### config.mk
export PLATFORM = sky130hd
export DESIGN_NAME = pipe_ctrl
export DESIGN_NICKNAME = d
export VERILOG_FILES = /design/src/rtl/pipe_ctrl.sv
export SDC_FILE = /design/constraint.sdc
export NUM_CORES = 1
export LEC_CHECK = 0
export CAP_MARGIN = 10
export CORE_UTILIZATION = 25
export CTS_CLUSTER_DIAMETER = 150
export DETAILED_ROUTE_END_ITERATION = 8
export GPL_TIMING_DRIVEN = 0
export PLACE_DENSITY = 0.5
export SKIP_CTS_REPAIR_TIMING = 1
export SLEW_MARGIN = 20
export SYNTH_ARGS = -nofsm -noshare
export SYNTH_HDL_FRONTEND = slang
export SYNTH_SLANG_ARGS = --single-unit
export TNS_END_PERCENT = 20
### constraint.sdc
create_clock -name clk -period 4.04 [get_ports clk]
set_clock_uncertainty 0.2 [all_clocks]
set_input_delay 0.808 -clock clk [delete_from_list [all_inputs] [get_ports clk]]
set_output_delay 0.808 -clock clk [all_outputs]
set_load 0.005 [all_outputs]
### src/rtl/pipe_ctrl.sv
// Pipeline control for the 5-stage MIPS core: stall arbitration and exception/ERET redirect sequencing.
// Optional stall performance counter enabled by defining PIPE_STALL_PERF_EN.
module pipe_ctrl #(
    parameter logic [31:0] EXC_VECTOR  = 32'hBFC00380,
    parameter logic [31:0] ERET_CODE   = 32'h0000000E,
    parameter int unsigned FLUSH_GUARD = 1
) (
    input  logic        clk,
    input  logic        rst,
    input  logic        stallreq_if,
    input  logic        stallreq_id,
    input  logic        stallreq_ex,
    input  logic        stallreq_mem,
    input  logic [31:0] exception_type,
    input  logic [31:0] cp0_epc,
    output logic [5:0]  stall,
    output logic        flush,
    output logic [31:0] new_pc,
    output logic [31:0] stall_cycles
);

    typedef enum logic [1:0] {
        IDLE   = 2'd0,
        FREEZE = 2'd1,
        FLUSH  = 2'd2,
        GUARD  = 2'd3
    } state_t;

    localparam logic [3:0] GUARD_LOAD = 4'(FLUSH_GUARD);

    state_t      state_r;
    state_t      next_state_s;
    logic [3:0]  guard_cnt_r;
    logic [31:0] cause_r;
    logic [31:0] epc_r;
    logic [31:0] new_pc_r;
    logic        flush_r;
    logic [5:0]  arb_s;
    logic [5:0]  stall_s;
    logic        exc_take_s;

    // Highest requesting stage wins; each stall also freezes everything upstream of it.
    always_comb begin
        arb_s = 6'b000000;
        if (stallreq_mem) begin
            arb_s = 6'b011111;
        end else if (stallreq_ex) begin
            arb_s = 6'b001111;
        end else if (stallreq_id) begin
            arb_s = 6'b000111;
        end else if (stallreq_if) begin
            arb_s = 6'b000011;
        end else begin
            arb_s = 6'b000000;
        end
    end

    // Next-state and stall decode.
    always_comb begin
        next_state_s = state_r;
        stall_s      = 6'b000000;
        exc_take_s   = 1'b0;
        case (state_r)
            IDLE: begin
                // An exception is held off while MEM is still waiting on the data bus.
                if ((exception_type != 32'h0) && !stallreq_mem) begin
                    next_state_s = FREEZE;
                    exc_take_s   = 1'b1;
                    stall_s      = 6'b000000;
                end else begin
                    next_state_s = IDLE;
                    stall_s      = arb_s;
                end
            end
            FREEZE: begin
                next_state_s = FLUSH;
                stall_s      = 6'b111111;
            end
            FLUSH: begin
                stall_s = 6'b000000;
                if (GUARD_LOAD != 4'd0) begin
                    next_state_s = GUARD;
                end else begin
                    next_state_s = IDLE;
                end
            end
            GUARD: begin
                stall_s = arb_s;
                if (guard_cnt_r <= 4'd1) begin
                    next_state_s = IDLE;
                end else begin
                    next_state_s = GUARD;
                end
            end
            default: begin
                next_state_s = IDLE;
                stall_s      = 6'b000000;
            end
        endcase
    end

    // State, latched cause/EPC, redirect target and guard counter.
    always_ff @(posedge clk) begin
        if (!rst) begin
            state_r     <= IDLE;
            guard_cnt_r <= 4'd0;
            cause_r     <= 32'h0;
            epc_r       <= 32'h0;
            new_pc_r    <= 32'h0;
            flush_r     <= 1'b0;
        end else begin
            state_r <= next_state_s;
            flush_r <= (next_state_s == FLUSH);
            if (exc_take_s) begin
                cause_r <= exception_type;
                epc_r   <= cp0_epc;
            end
            if (state_r == FREEZE) begin
                new_pc_r <= (cause_r == ERET_CODE) ? epc_r : EXC_VECTOR;
            end
            if (state_r == FLUSH) begin
                guard_cnt_r <= GUARD_LOAD;
            end else if ((state_r == GUARD) && (guard_cnt_r != 4'd0)) begin
                guard_cnt_r <= guard_cnt_r - 4'd1;
            end
        end
    end

    assign stall  = rst ? stall_s : 6'b000000;
    assign flush  = flush_r;
    assign new_pc = new_pc_r;

`ifdef PIPE_STALL_PERF_EN
    logic [31:0] stall_cnt_r;

    // Saturating count of cycles in which the PC is held.
    always_ff @(posedge clk) begin
        if (!rst) begin
            stall_cnt_r <= 32'h0;
        end else if (stall[0] && (stall_cnt_r != 32'hFFFFFFFF)) begin
            stall_cnt_r <= stall_cnt_r + 32'd1;
        end
    end

    assign stall_cycles = stall_cnt_r;
`else
    assign stall_cycles = 32'h0;
`endif

endmodule

==> reports/summary.txt <==
status -> finished, final reports clean
reg-to-reg setup timing slack -> 1.84 ns
cell area after placement -> 0.00607 sq mm
Hold Vio Cnt, Final -> 0
clk slew on worst S/H paths -> 0.06 ns
fin crit period -> 3.99 ns
Die Width -> 138 um
register bit total from synthesis -> 103
hold_sp -> cause_r[1]
initial core utilization -> 25.6%
Tot GR Track Use -> 13.8%
Max Clk Rate -> 0.251 GHz
Max-cap violations -> 0
Worst path max stage delay -> 0.55 ns
Pre-Repair DR Iteration Count -> 4
Yosys warning count -> 0
CP required -> 3.03 ns
Slew @ Worst Pin -> 0.710 ns
Leak -> 0.00261 uW
ANT cells -> 0
core area -> 0.0180 sq mm
H-Tree Level Count -> 3
Fillers -> 1,851
first-pass GRT wire length -> 19,800 um
CTS sink cnt -> 103
CP Max Fanout -> 12
Async S/R FF share, synth -> 0%
input/output buffers -> 107
number of vias per cell -> 4.33
Most common cell on crit path -> clkdlybuf4s50_1
Peak supply drop -> 0.194 mV
final setup TNS -> 0 ns
final instance area -> 0.00649 sq mm
Hold Path Class -> reg -> reg
Setup crit start kind -> input port
clock root cell -> clkbuf_16
Clock Path Buffers -> 2
Design Power -> 2490 uW
final net count -> 767
syn avg cell area -> 8.42 sq um
hpwl dp -> 9880 um
DR WL/cell -> 14.1 um
share of cells above drive strength 1 -> 9.59%
CP arrival -> 2.98 ns
CP max-delay cell -> clkdlybuf4s50_1
die area -> 0.0189 sq mm
RR Endpoint -> new_pc[27]
crit path cell chain -> clkdlybuf4s50_1 -> nor4_2 -> nand4_1 -> o21a_2 -> buf_12 -> a211oi_4 -> clkdlybuf4s50_1
Initial DRC Count -> 116
Rel. slew slack -> 52.7%
hold path cells -> 2
Final setup viols -> 0
Seq/Total Area, Yosys -> 44.9%
cell count after synthesis -> 546
DRC viols -> 0
WS Path Type -> in -> out
total gr overflow -> 0
vias post-DR -> 4,016
num ports -> 141
max-slew violations -> 0
final wirelength -> 13,100 um
Area Growth Syn to Fin -> 41.1%
Core Rows -> 49
R2R depth -> 5
chip height -> 138 um
pin count of the biggest net entering global routing -> 16
Yosys cell types -> 30
initial antenna violation count -> 0
Pwr Density -> 383 mW/mm^2
top_reg_cell synth -> dfxtp_1
Critical Path Sink Type -> output port
RePlAce Congestion -> 0.799
Mapped Area -> 0.00460 sq mm
vias in the first global route -> 3,955
Non-Filler Instances -> 928
EDFF count, synth -> 0
Tcrit/Tclk final -> 98.7%
RR Startpoint -> cause_r[4]
clock tree from TritonCTS -> done
Final ANT Viol Nets -> 0
Worst Setup SP -> exception_type[22]
number of CTS-inserted buffers -> 9
Hold Crit Endpoint -> cause_r[1]
placed cells -> 913
worst skew pair latency -> 0.35 ns
-- state kept, by name, summed over array words and instances (netlist names) --
register     count
cause_r         32
guard_cnt_r      4
epc_r           32
flush            1
new_pc          32
state_r          2
-- synth_stat cells (2+ instances only) --
| cell type | number | share of area (%) |
|---|---|---|
| a21oi_1 | 15 | 1.6 |
| and2_1 | 22 | 3.0 |
| buf_2 | 7 | 0.76 |
| buf_4 | 33 | 5.4 |
| buf_6 | 3 | 0.74 |
| clkbuf_1 | 27 | 2.2 |
| dfxtp_1 | 103 | 45 |
| ha_1 | 3 | 0.82 |
| inv_1 | 4 | 0.33 |
| mux2i_1 | 64 | 14 |
| nand2_1 | 170 | 14 |
| nand4_1 | 4 | 0.54 |
| nor2_1 | 19 | 1.6 |
| nor3_1 | 5 | 0.54 |
| nor3b_1 | 2 | 0.33 |
| nor4_1 | 15 | 2.0 |
| o21a_1 | 3 | 0.49 |
| o21ai_1 | 13 | 1.4 |
| o31ai_1 | 21 | 3.4 |
| or3_1 | 2 | 0.27 |
| xnor2_1 | 2 | 0.38 |
-- cell type report --
cell class	instances	area (sq um)	area share, %
flip-flops and latches	103	2060	31.8
multi-input cells	399	2290	35.3
inverters	4	15.0	0.231
well taps	229	287	4.42
repair buffers	109	1110	17.2
plain buffers	68	407	6.27
clock buffers	13	270	4.17
clock inverters	3	40.0	0.617
-- cell families after synthesis --
kind of cell	share of synthesized area, %
AND/OR/NAND/NOR	23.1
flip-flops	44.9
buffers and inverters	9.50
multiplexers	13.9
AO/OA/AOI/OAI	7.35
adder cells (fa/ha/maj)	0.817
XOR/XNOR	0.381
other	0.0816
-- report_power, final --
group	switching, uW	internal, uW
combinational	227	229
sequential	43.4	1090
clock	368	529
total	638	1850
-- critical path: cells and delay by family --
kind,cells,cell delay [ns]
and+or+nand+nor,2,0.54
AOI/OAI and AO/OA,2,0.45
buffers and inverters,3,1.17
-- routing by layer --
metal	up-vias	GRT usage [%]	part of all wire (%)
met2	92	24.2	50
met1	1867	16.2	44
met5	-	0	0
li1	2042	-	-
met4	0	5.25	1.5
met3	15	3.20	5.1
-- metrics by stage --
stage	utilization, %	hold WS, ns	worst slack, ns
4_1_cts	35.5	0.259	-0.496
3_3_place_gp	33.8	0.244	-0.455
6_report	36.1	0.257	0.0508
3_5_place_dp	33.8	0.251	-0.484
5_1_grt	36.1	0.273	-0.0604
2_1_floorplan	-	0.230	0.884
-- how the worst max path moves through the flow --
stage / end / slack (ns)
5_1_grt: stall[0] / -0.06
6_report: stall[1] / 0.05
2_1_floorplan: stall[1] / 0.88
3_5_place_dp: stall[1] / -0.48
4_1_cts: stall[1] / -0.50
3_3_place_gp: stall[1] / -0.45
-- cell usage in the layout (no fill, tap or decap), types with 2 or more instances in the layout --
cell type        count
clkbuf_1            28
xnor2_1              2
nand2_1            170
nor4_1               8
o31ai_1             21
conb_1              32
o21a_1               2
buf_4               33
and2_1              22
nor3_1               5
clkdlybuf4s50_1    103
buf_2                6
mux2i_1             64
inv_1                4
dlymetal6s2s_1       4
or3_1                2
a21oi_1             15
nor4_4               3
nand4_1              4
ha_1                 3
clkbuf_16           10
o21ai_1             13
nor4_2               4
nor2_1              19
clkinv_2             2
dfxtp_1            103
nor3b_1              2
clkbuf_8             3
No activity file was read; power rests on OpenSTA's default activity.
